[src/rtl/rv_pkg.sv]
// Shared RV32 pipeline types and constants, plus the writeback-snoop helper
// used by the operand-fetch stage.
package rv_pkg;

  localparam int RV_XLEN  = 32;
  localparam int NUM_REGS = 32;

  typedef logic [4:0]         reg_index_t;
  typedef logic [RV_XLEN-1:0] word_t;

  localparam reg_index_t REG_ZERO = 5'd0;

  // True when the writeback port lands on architectural register r (never x0).
  function automatic logic wb_hit(input logic wb_en, input reg_index_t wb_idx,
                                  input reg_index_t r);
    return wb_en && (wb_idx == r) && (r != REG_ZERO);
  endfunction

endpackage

[src/rtl/reg_scoreboard.sv]
// Busy-register scoreboard for x1..x31; x0 is hard-wired not-busy.
// A set on the same index as a clear in the same cycle wins.
module reg_scoreboard
  import rv_pkg::*;
(
  input  logic       i_clk,
  input  logic       i_rst_n,
  input  logic       i_set_en,
  input  reg_index_t i_set_idx,
  input  logic       i_clr_en,
  input  reg_index_t i_clr_idx,
  input  logic       i_fclr_en,
  input  reg_index_t i_fclr_idx,
  input  reg_index_t i_q_rs1,
  input  reg_index_t i_q_rs2,
  input  reg_index_t i_q_rd,
  output logic       o_busy_rs1,
  output logic       o_busy_rs2,
  output logic       o_busy_rd
);

  logic [NUM_REGS-1:1] r_busy;
  logic [NUM_REGS-1:0] w_busy_all;

  assign w_busy_all = {r_busy, 1'b0};
  assign o_busy_rs1 = w_busy_all[i_q_rs1];
  assign o_busy_rs2 = w_busy_all[i_q_rs2];
  assign o_busy_rd  = w_busy_all[i_q_rd];

  // Per-register busy bit update: issue sets, writeback or flush clears.
  always_ff @(posedge i_clk or negedge i_rst_n) begin
    if (!i_rst_n) begin
      r_busy <= {(NUM_REGS-1){1'b0}};
    end else begin
      for (int i = 1; i < NUM_REGS; i++) begin
        if (i_set_en && (i_set_idx == reg_index_t'(i))) begin
          r_busy[i] <= 1'b1;
        end else if ((i_clr_en && (i_clr_idx == reg_index_t'(i))) ||
                     (i_fclr_en && (i_fclr_idx == reg_index_t'(i)))) begin
          r_busy[i] <= 1'b0;
        end else begin
          r_busy[i] <= r_busy[i];
        end
      end
    end
  end

endmodule

[src/rtl/operand_fetch.sv]
// Operand-fetch stage: reads the register file, forwards same-cycle writeback
// data, stalls on scoreboard hazards and presents operands to execute.
module operand_fetch
  import rv_pkg::*;
#(
  parameter int XLEN      = 32,
  parameter int PAYLOAD_W = 32
) (
  input  logic                 i_clk,
  input  logic                 i_rst_n,
  input  logic                 i_valid,
  output logic                 o_ready,
  input  logic [4:0]           i_rs1,
  input  logic [4:0]           i_rs2,
  input  logic [4:0]           i_rd,
  input  logic                 i_rd_en,
  input  logic [PAYLOAD_W-1:0] i_payload,
  output logic [4:0]           o_rf_index1,
  input  logic [XLEN-1:0]      i_rf_data1,
  output logic [4:0]           o_rf_index2,
  input  logic [XLEN-1:0]      i_rf_data2,
  input  logic                 i_wb_en,
  input  logic [4:0]           i_wb_index,
  input  logic [XLEN-1:0]      i_wb_data,
  output logic                 o_valid,
  input  logic                 i_ready,
  output logic [XLEN-1:0]      o_op1,
  output logic [XLEN-1:0]      o_op2,
  output logic [4:0]           o_rd,
  output logic                 o_rd_en,
  output logic [PAYLOAD_W-1:0] o_payload,
  input  logic                 i_flush
);

  logic                 r_valid;
  logic [XLEN-1:0]      r_op1;
  logic [XLEN-1:0]      r_op2;
  reg_index_t           r_rd;
  logic                 r_rd_en;
  logic [PAYLOAD_W-1:0] r_payload;

  logic w_hit_rs1, w_hit_rs2, w_hit_rd;
  logic w_busy_rs1, w_busy_rs2, w_busy_rd;
  logic w_hazard, w_ready, w_accept;
  logic w_set_en, w_fclr_en;

  assign o_rf_index1 = i_rs1;
  assign o_rf_index2 = i_rs2;

  assign w_hit_rs1 = wb_hit(i_wb_en, i_wb_index, i_rs1);
  assign w_hit_rs2 = wb_hit(i_wb_en, i_wb_index, i_rs2);
  assign w_hit_rd  = wb_hit(i_wb_en, i_wb_index, i_rd);

  // A register retiring this cycle is no longer a hazard; its data is forwarded.
  assign w_hazard = (w_busy_rs1 && !w_hit_rs1) ||
                    (w_busy_rs2 && !w_hit_rs2) ||
                    (i_rd_en && w_busy_rd && !w_hit_rd);

  assign w_ready   = (!r_valid || i_ready) && !w_hazard && !i_flush;
  assign w_accept  = i_valid && w_ready;
  assign w_set_en  = w_accept && i_rd_en && (i_rd != REG_ZERO);
  assign w_fclr_en = i_flush && r_valid && r_rd_en;
  assign o_ready   = w_ready;

  reg_scoreboard u_scoreboard (
    .i_clk      (i_clk),
    .i_rst_n    (i_rst_n),
    .i_set_en   (w_set_en),
    .i_set_idx  (i_rd),
    .i_clr_en   (i_wb_en),
    .i_clr_idx  (i_wb_index),
    .i_fclr_en  (w_fclr_en),
    .i_fclr_idx (r_rd),
    .i_q_rs1    (i_rs1),
    .i_q_rs2    (i_rs2),
    .i_q_rd     (i_rd),
    .o_busy_rs1 (w_busy_rs1),
    .o_busy_rs2 (w_busy_rs2),
    .o_busy_rd  (w_busy_rd)
  );

  // Output pipeline register towards execute.
  always_ff @(posedge i_clk or negedge i_rst_n) begin
    if (!i_rst_n) begin
      r_valid   <= 1'b0;
      r_op1     <= {XLEN{1'b0}};
      r_op2     <= {XLEN{1'b0}};
      r_rd      <= REG_ZERO;
      r_rd_en   <= 1'b0;
      r_payload <= {PAYLOAD_W{1'b0}};
    end else if (w_accept) begin
      r_valid   <= 1'b1;
      r_op1     <= w_hit_rs1 ? i_wb_data : i_rf_data1;
      r_op2     <= w_hit_rs2 ? i_wb_data : i_rf_data2;
      r_rd      <= i_rd;
      r_rd_en   <= i_rd_en;
      r_payload <= i_payload;
    end else if (i_flush || i_ready) begin
      r_valid <= 1'b0;
    end else begin
      r_valid <= r_valid;
    end
  end

  assign o_valid   = r_valid;
  assign o_op1     = r_op1;
  assign o_op2     = r_op2;
  assign o_rd      = r_rd;
  assign o_rd_en   = r_rd_en;
  assign o_payload = r_payload;

endmodule

[config.mk]
export PLATFORM = sky130hd
export DESIGN_NAME = operand_fetch
export DESIGN_NICKNAME = d
export VERILOG_FILES = /design/src/rtl/rv_pkg.sv /design/src/rtl/reg_scoreboard.sv /design/src/rtl/operand_fetch.sv
export SDC_FILE = /design/constraint.sdc
export NUM_CORES = 1
export LEC_CHECK = 0
export BUFFER_PORTS_ARGS = -buffer_cell sky130_fd_sc_hd__clkbuf_2
export CAP_MARGIN = 0
export CORE_UTILIZATION = 40
export DETAILED_ROUTE_END_ITERATION = 10
export PLACE_DENSITY = 0.76
export REMOVE_ABC_BUFFERS = 1
export SETUP_SLACK_MARGIN = 0.02
export SLEW_MARGIN = 15
export SYNTH_ARGS = -nofsm -noshare
export SYNTH_HDL_FRONTEND = slang
export SYNTH_HIERARCHICAL = 1
export SYNTH_SLANG_ARGS = --single-unit
export TNS_END_PERCENT = 20
[constraint.sdc]
create_clock -name i_clk -period 8.5 [get_ports i_clk]
set_clock_uncertainty 0.15 [all_clocks]
set_input_delay 2.55 -clock i_clk [delete_from_list [all_inputs] [get_ports i_clk]]
set_output_delay 2.55 -clock i_clk [all_outputs]
set_load 0.05 [all_outputs]
=== Word level (Yosys, flattened, before mapping) ===
Cells that the tools add are included.

* Flip-flop bits (word level): 134
* Input bits: 155
* Output and inout bits: 114
* Logic and storage cells: 394

* Order comparisons: 3
* Equal/unequal tests: 96
* Muxes and demuxes: 72
* Reduce and logical (&&, ||, !) cells: 186

{| class="wikitable"
|+ Operators with widths
! operator !! number
|-
| $eq A5 B5 Y1 const B || 48
|-
| $eq A5 B4 Y1 const B || 24
|-
| $logic_and A1 B1 Y1 || 110
|-
| $mux W1 || 67
|-
| $mux W32 || 2
|-
| $reduce_bool A2 Y1 || 32
|-
| $eq A5 B3 Y1 const B || 12
|-
| $logic_or A1 B1 Y1 || 35
|-
| $eq A5 B2 Y1 const B || 6
|-
| $lt A5 B6 Y1 const B || 3
|-
| $bmux W1 S5 || 3
|-
| $eq A5 B1 Y1 const B || 3
|-
| $eq A5 B5 Y1 || 3
|-
| $reduce_bool A5 Y1 || 3
|-
| $logic_not A1 Y1 || 6
|}

=== Longest topological paths before layout ===
Gate-level depths: netlist of run 1.

* Word-level depth: 15
* Gate-level depth with buffers: 11
* Mapped depth without buffers: 10

=== By module ===
The synthesis of run 1 kept the hierarchy.

{| class="wikitable"
|+ By module, submodules not included
! module !! times used !! cells each !! area an instance (um^2) !! seq. area each (um^2)
|-
| operand_fetch || 1 || 341 || 4953.5 || 2577.5
|-
| reg_scoreboard || 1 || 274 || 2536.2 || 775.7
|}

=== Worst setup path after synthesis of run 1 ===
Ideal clock, no wire load.

* Path kind: input port to output port
* From: input i_rd[0]
* To: output o_ready
* Arrival: 4.473 ns
* Required time: 5.800 ns
* Path slack: 1.327 ns
* Stages: 8
* Buffers on the path: 1
* Cells stage by stage: buf_2 > mux4_2 > nand2b_1 > o211ai_1 > nand4_1 > o311ai_1 > o21ai_0 > nor2_1

* Elaborated cells between the ends (all ways): 13
* Those cells by class: eq/ne (1); mux (2); reduce/logical (10)

{| class="wikitable"
|+ RTL lines
! item !! line !! source
|-
| start, declared || operand_fetch.sv:15 || <nowiki>input logic [4:0] i_rd,</nowiki>
|-
| $bmux W1 S5 || reg_scoreboard.sv:28 || <nowiki>assign o_busy_rd = w_busy_all[i_q_rd];</nowiki>
|-
| $mux W1 (not written as such) || reg_scoreboard.sv:28 ||
|-
| named net w_busy_rd || operand_fetch.sv:43 || <nowiki>logic w_busy_rs1, w_busy_rs2, w_busy_rd;</nowiki>
|-
| $logic_and A1 B1 Y1 (2 in a row) || operand_fetch.sv:57 || <nowiki>(i_rd_en && w_busy_rd && !w_hit_rd);</nowiki>
|-
| $logic_or A1 B1 Y1 || operand_fetch.sv:56 || <nowiki>(w_busy_rs2 && !w_hit_rs2) ||</nowiki>
|-
| $logic_not A1 Y1 || operand_fetch.sv:59 || <nowiki>assign w_ready = (!r_valid || i_ready) && !w_hazard && !i_flush;</nowiki>
|-
| $logic_and A1 B1 Y1 (2 in a row) || operand_fetch.sv:59 ||
|-
| end, declared || operand_fetch.sv:12 || <nowiki>output logic o_ready,</nowiki>
|}

The timed path passes the listed nets, and every way through them passes these cells. The select of a mux whose other input is x is not followed.

=== Final worst setup path of run 1 ===
Same ends and word-level chain as after synthesis.

==> results of run 1 <==
## final timing paths
kind                       depth (start not counted)                endpoint  slack (ns)
setup / recovery                                   9                 o_ready        1.05
hold / removal                                     1               o_op1[28]        0.33
setup reg to reg                                   8                o_op1[5]        4.71
hold reg to reg                                    1               o_op1[28]        0.33
max in group asynchronous                          2               o_op1[20]        4.95
min in group asynchronous                          1  u_scoreboard/r_busy[1]        1.96
## sequential cells by signal, indices dropped and copies added, names as in the netlist
name,count
u_scoreboard/r_busy,31
o_op2,32
o_rd,5
o_payload,32
o_valid,1
o_op1,32
o_rd_en,1
## synth_stat cells, types with 7 or more instances
cell type  number
a21oi_1        12
a22o_1         20
a22oi_1        33
buf_2          16
buf_4          10
buf_6           9
clkbuf_1       11
dfrtp_1       134
inv_1          10
mux2_1         44
mux2_2        124
mux2i_1        26
nand2_1        20
nand2b_1       11
nand3_1        14
nor2_1         26
nor2b_1        13
nor3_1          7
xnor2_1        13
## critical path, cell delays in order
cell and delay [ns]:
clkbuf_2 0.34, mux4_2 0.54, nand2b_1 0.15, o211ai_1 0.12
nand4_1 0.15, o311ai_1 0.14, o21ai_0 0.21, nor2_1 0.22
clkbuf_2 0.32
## layout make-up
type                            instances  area [µm²]
Clock inverter                         14         165
Fill cell                            1648        8680
Tap cell                              229         287
Clock buffer                           18         429
Timing Repair Buffer                  272        1380
Sequential cell                       134        3350
Multi-Input combinational cell        425        3820
Inverter                               10        37.5
## power by group through the flow
stage / registers (mW) / clock network (mW) / logic, mW
global route: 0.945 / 0.788 / 1.17
CTS: 0.920 / 0.760 / 1.13
finish: 0.920 / 0.741 / 1.12
floorplan: 1.48 / 0 / 0.242
global placement: 0.921 / 0 / 1.11
detailed placement: 0.929 / 0 / 1.13
## metal layers
layer  vias up  share of wire  global-route usage  wire, µm
met5         -              0                   0         0
met4         0          0.020              0.0731       422
met3        35          0.080              0.0570      1660
met2       316           0.50               0.365     10300
met1      2978           0.40               0.274      8420
li1       2792              -                   -         -
## placed cells by master, fill, tap and decap left out, types with 13 or more instances in the layout
cell type  count
mux2_2       124
nand2_1       20
clkbuf_2     267
mux2i_1       26
nand3_1       14
a22oi_1       33
xnor2_1       13
nor2_1        26
mux2_1        44
dfrtp_1      134
nor2b_1       13
clkbuf_16     17
a22o_1        20
## logic make-up after synthesis
kind of cell | after synthesis | synth area share
compound gates | 92 | 0.0952
flops | 134 | 0.448
simple gates | 117 | 0.0812
buf+inv | 56 | 0.0448
xor+xnor | 13 | 0.0152
mux | 203 | 0.316
## metrics by stage
step                      instance area (µm²)  setup WS (ns)  hold slack, ns   util  cells
final                                    9470           1.05           0.331  0.522   1102
after global routing                     9470          0.937           0.346  0.522   1102
after CTS                                9470           1.09           0.337  0.522   1102
after detailed placement                 8880           1.10           0.324  0.489   1070
after global placement                   8880           1.17           0.317  0.489   1070
after floorplan                          7190          0.590           0.326      -    569
==> results.txt, run 1 <==
Buffers inserted to repair hold after CTS numbered 0. The count of TritonRoute iterations in the first routing pass came out at 9. dfrtp_1 takes more of the synthesized area than any other cell. The pin count of the biggest net entering global routing is 77. The portion of synthesized cell area occupied by the leading cell type came out at 0.448. The flow ran to the end, but the final reports show violations. The last weighted congestion value of the routability-driven placer is 0.920.

After detailed routing, the total wire length is 20800 µm. The most critical setup path has its startpoint at i_rd[0]. The floorplan step defined a die boundary enclosing 19300 µm². In the final design database the tool counted 1015 nets.

The global-route wire length before repair is 32700 µm. The most used flip-flop cell after synthesis is dfrtp_1. The synthesized netlist cell count is 615. The Yosys step of the flow raised 6 warnings. The number of clock sinks seen by CTS came out at 134. The worst setup path is launched from an input port. The clock network fraction of total power is 0.266. Of the available clock period, the critical path in the final layout requires 0.876. The worst hold path begins at o_op1[28]. For this run the aggregate overflow at the end of global routing stands at 0. The number of storage elements in the synthesis netlist is 134. The leakage power of the design is 4.37 nW.

The setup TNS is 0 ns. The fraction of power consumed by combinational cells is 0.403. The number of failing hold endpoints at the final stage came out at 0. The initial antenna violation count is 0. Port buffering added 268 buffers. The total power per unit cell area is 294 nW/µm². CTS placed an instance of clkbuf_16 at the clock tree root. The clock period could shrink to 7.45 ns. The detail-routed net length per standard cell came out at 18.9 µm. After floorplanning, the core was divided into 49 placement rows. The number of flops mapped to enable cells by yosys came out at 0. By startpoint and endpoint, the worst setup path is classified as input port to output pin. The clock passes through at most 2 buffers.

The detail route stage leaves a number of antenna-violating nets equal to 0. The initial DRC count came out at 441. The clock latency reported for the late side of the worst-skew pair is 0.40 ns. The number of clock buffers added by TritonCTS is 17. The placed wire-length estimate after detailed placement is 15100 µm.

Counting distinct cell types in the post-synthesis netlist gives 45. The final reports fail on DRC. Data arrives at the worst endpoint at 4.75 ns. The boundary pin count is 269. In this run the critical register-to-register path is launched from u_scoreboard/r_busy[20]. Data on the critical path is required at its endpoint by 5.80 ns. The switching power is 1.23 mW.

The relative slew slack came out at 0.312. The internal power of the cells totals 1.55 mW. The proportion of register bits with asynchronous set or reset after synthesis came out at 1.00. The part of the total power dissipated in sequential elements came out at 0.330.

The max-slew violation count is 0. The clock tree synthesis step divided the H-tree into 4 levels. IR analysis of the VDD net gives a maximum drop of 203 µV. The starting utilization of the core area is 0.413. The die height came out at 139 µm. The synthesis-to-finish area growth came out at 26.5%.

The register area share after synthesis is 0.448. Setup violations remaining at the end of the flow were counted as 0. The ratio of routed vias to standard cells came out at 5.55. The number of diodes is 0. The core area is 18100 µm². For this run, the top clock speed supported by timing is 134 MHz. The measured slew at the worst slew-check pin came out at 1.03 ns. STA classifies the critical path endpoint as an output pin. The switching share of power is 0.442.

The post-detailed-route DRC marker count is 10. The fraction of layout instances using a drive strength above 1 is 0.501. The max-capacitance violation count is 0. The floorplan die width is 139 µm. The number of global-route vias before repair came out at 6125. The clock-pin transition on the worst setup and hold timing paths came out at 0.06 ns. The routed layout has 6121 vias. The CTS tree is done. The type of the worst min-delay path is register to register. The post-synthesis instance area came out at 7490 µm². The total power consumption of the routed design came out at 2.78 mW. A synthesized cell averages 12.2 µm². Setup repair after global routing left no endpoint under its margin. The post-CTS repair timing setup buffer count is 0. The number of gates resized after cts is 0. The top fanout value on the critical path is 19. For this run, the total global-route usage over all layers was measured as 0.218. Sorting the synthesized cells by area gives the leading types as dfrtp_1 45%, mux2_2 19%, mux2_1 6.6%, mux2i_1 3.5%, a22oi_1 3.3%.
Power figures use the tool's default switching activity.
==> run 2: changes to the inputs <==
--- a/config.mk
+++ b/config.mk
@@ -5,11 +5,13 @@
 export SDC_FILE = /design/constraint.sdc
 export NUM_CORES = 1
 export LEC_CHECK = 0
+export ABC_AREA = 1
 export BUFFER_PORTS_ARGS = -buffer_cell sky130_fd_sc_hd__clkbuf_2
 export CAP_MARGIN = 0
+export CORE_MARGIN = 8
 export CORE_UTILIZATION = 40
 export DETAILED_ROUTE_END_ITERATION = 10
-export PLACE_DENSITY = 0.76
+export PLACE_DENSITY = 0.74
 export REMOVE_ABC_BUFFERS = 1
 export SETUP_SLACK_MARGIN = 0.02
 export SLEW_MARGIN = 15
==> run 2 against run 1 <==
Compared with the run above: the flow now finishes without violations; setup slack improved by 0.33 ns; flip-flop and latch count did not move; wire length rose by 54%; non-clock buffer count rose by 6; synthesized cell count rose by 100%; die area rose by 33%; final cell count rose by 58%; via count rose by 54%; largest cell class unchanged.
==> results.txt, run 2 <==
The flow ran to the end, and the final reports show no timing, DRC or antenna violations. The placed wire-length estimate after detailed placement is 22700 µm. Counting flops with a built-in enable in the synthesized netlist gives 0. The average cell area after synthesis came out at 6.65 µm².

The post-CTS repair timing setup buffer count is 0. The highest metal layer carrying signal wires in the routed design is met4. The signal on the critical path passes through clkbuf_2, inv_1, nand2_1, nand2_1, nor2_1, nand3b_1, buf_4, o21ai_4, and2_1, buf_12.

Dividing the detail-routed via count by the number of cells gives 5.42. Setup violations remaining at the end of the flow were counted as 0. The clock latency reported for the late side of the worst-skew pair is 0.42 ns. The floorplan die width is 160 µm. The fraction of layout instances using a drive strength above 1 is 0.221. The length of routed met2 wiring came out at 15100 µm. By area the synthesized netlist is led by dfrtp_1 40%, nand2_1 27%, nand4_1 7.8%, o21ai_0 4.9%, nand3_1 4.6%. Row generation in the floorplan step produced 52 rows. Detailed routing placed a total of 3210 µm of wire on met3. The global-route usage over all layers is 0.247. The number of buffers on the longest clock path came out at 2.

The netlist uses 29 different library cells. The floorplan step defined a die boundary enclosing 25600 µm². Measured against its own limit, the worst slew margin works out to 0.261. The library cell contributing the largest single delay on the critical path is o21ai_4. The data arrival time at the worst-slack endpoint came out at 4.42 ns. The initial DRC count came out at 1013.

The most critical setup path has its startpoint at i_rs1[0]. The first detailed-routing pass ran for 6 iterations. The post-detailed-route DRC marker count is 0. The placement-stage cell area came out at 9580 µm². The share of synthesized area in the top cell type comes to 0.403.

The critical setup path kind is input port to output pin. The max-slew violation count is 0. In this design, the largest share of critical-path delay is due to buffers and inverters. For this run, the number of standard cells in the final layout without fillers is 1742. The number of buffers created by CTS came out at 17.

The deepest level of the CTS H-tree came out at 4. STA classifies the critical path startpoint as an input port. The type of the worst min-delay path is register to register. The number of buffers added on ports is 268. Global routing finished with a remaining overflow of 0. The share of the Yosys chip area taken by registers is 0.403. The via count came out at 9435. The root buffer cell chosen for the clock tree is clkbuf_16. The measured slew at the worst slew-check pin is 1.11 ns. Summed over all cells, the static leakage comes to 5.58 nW. Counting flops and latches in the post-synthesis netlist gives 134. The boundary pin count is 269. The total power consumption of the routed design is 2.77 mW.

The fill cell total of the finished layout is 2064. The number of nets in the layout is 1614. The total placed cells including tap cells came out at 1710. The commonest cells after synthesis are 608 x nand2_1, 134 x dfrtp_1, 104 x nand4_1. In this run the vertical extent of the chip is 160 µm. The post-synthesis instance area came out at 8310 µm². The library cell used most frequently in the layout, excluding fill and tap cells, is nand2_1. With fillers left out, the area of the finished cells amounts to 10200 µm².

The maximum achievable frequency is 140 MHz. Counting both buffers and inverters, the worst setup path holds a total of 4. The final layout contains routed wiring with a total length of 32000 µm. The maximum ir drop on the vdd rail is 202 µV. The worst endpoint required time came out at 5.80 ns. The setup TNS came out at 0 ns. The remaining antenna violation count after routing is 0.

The worst setup path is captured at an output pin. The last weighted congestion value of the routability-driven placer is 0.956. The number of gates resized after CTS was 0.

The routed design could run at a clock period as short as 7.12 ns. The synthesized design spends more area on one cell type than any other, namely dfrtp_1. The leading register cell type out of synthesis is dfrtp_1. The startpoint identified for the worst hold timing path is o_payload[21]. The Yosys warning count came out at 6. The cts-stage hold buffer count came out at 0.

The pin count of the biggest net entering global routing came out at 104. The synthesis-to-finish area growth is 22.3%. The max-capacitance violation count came out at 0.

The initial antenna violation count came to 0. TritonCTS built the clock tree. The number of global-route vias before repair came to 9116.

The share of the cycle needed by the critical path after routing came out at 0.838. Setup repair after global routing left no endpoint under its margin. After detailed routing, the average wire length per cell comes to 18.4 µm. The number of clock sinks seen by CTS is 134. The starting utilization of the core area is 0.409. The first global-routing pass estimated 51000 µm of wire. The most instantiated library cell after synthesis is nand2_1.

The proportion of register bits with asynchronous set or reset after synthesis is 1.00. The largest single stage delay on the critical path is 0.45 ns. The detailed-route wire length on metal 1 is 12800 µm.

Dividing total power by cell area gives a power density of 273 nW/µm². The number of failing hold endpoints at the final stage came out at 0. Among the stages of the critical path, the cell type that occurs most often is nand2_1. In the layout the commonest cells are 608 x nand2_1, 265 x clkbuf_2, 134 x dfrtp_1, 104 x nand4_1, 81 x o21ai_0. The start of the worst register-to-register path is u_scoreboard/r_busy[7]. The top fanout value on the critical path is 34. Synthesis produced a netlist whose cell count is 1249. The clock-pin transition on the worst setup and hold timing paths is 0.06 ns. The core area is 20300 µm². The number of diodes came out at 0.
run 2: where the power goes:
group / switching [mW] / internal, mW / total [mW] / leakage (nW)
logic: 0.889 / 0.229 / 1.12 / 3.60
clock network: 0.304 / 0.443 / 0.747 / 0.281
registers: 0.112 / 0.796 / 0.907 / 1.70
total: 1.30 / 1.47 / 2.77 / 5.58
run 2: cells by family (layout without fill, tap and decap cells):
group	count (synthesis)	in the layout	share of synthesized area
AND/OR/NAND/NOR	864	864	0.438
AO/OA/AOI/OAI	97	97	0.0619
flip-flops	134	134	0.403
buffers and inverters	153	376	0.0956
XOR/XNOR	1	1	0.00105
run 2: per-stage QoR:
step	setup WS, ns	hold slack (ns)	utilization
5_1_grt	1.18	0.343	0.501
4_1_cts	1.39	0.323	0.501
6_report	1.38	0.321	0.501
2_1_floorplan	-0.231	0.366	-
3_5_place_dp	1.41	0.307	0.472
3_3_place_gp	1.39	0.304	0.472
run 2: worst paths after layout:
check	cells past startpoint	endpoint	slack [ns]
setup / recovery	10	o_ready	1.38
max in group asynchronous	2	o_op1[15]	4.97
hold reg to reg	2	o_payload[21]	0.32
min in group asynchronous	1	u_scoreboard/r_busy[19]	1.97
setup reg to reg	17	o_op1[26]	4.16
hold / removal	2	o_payload[21]	0.32
run 2: area by class of cell:
class,instances,area [µm²],share of cell area
clock buffer,19,443,0.0436
clock inverter,13,145,0.0143
inverter,66,263,0.0258
multi-input combinational,962,4180,0.412
sequential,134,3350,0.330
tap,270,338,0.0332
timing repair buffer,278,1440,0.142
run 2: worst register-to-register path, cell delays in order (launching register included):
cell and delay, ns:
dfrtp_1 0.37, inv_1 0.20, nand2_1 0.08, nand3_1 0.10, nand3_1 0.08, nand3_1 0.09
nand2_1 0.06, nand2_1 0.05, nand2_1 0.10, nand2_1 0.07, o21bai_1 0.09, nand2_1 0.11
nor2_4 0.11, buf_4 0.85, nand3_4 0.98, buf_4 0.55, nand2_1 0.11, nand2_1 0.06
run 2: layer usage:
layer,GRT usage,vias up
met4,0.0862,0
met5,0,-
met3,0.0746,71
met1,0.311,4372
met2,0.394,525
li1,-,4467
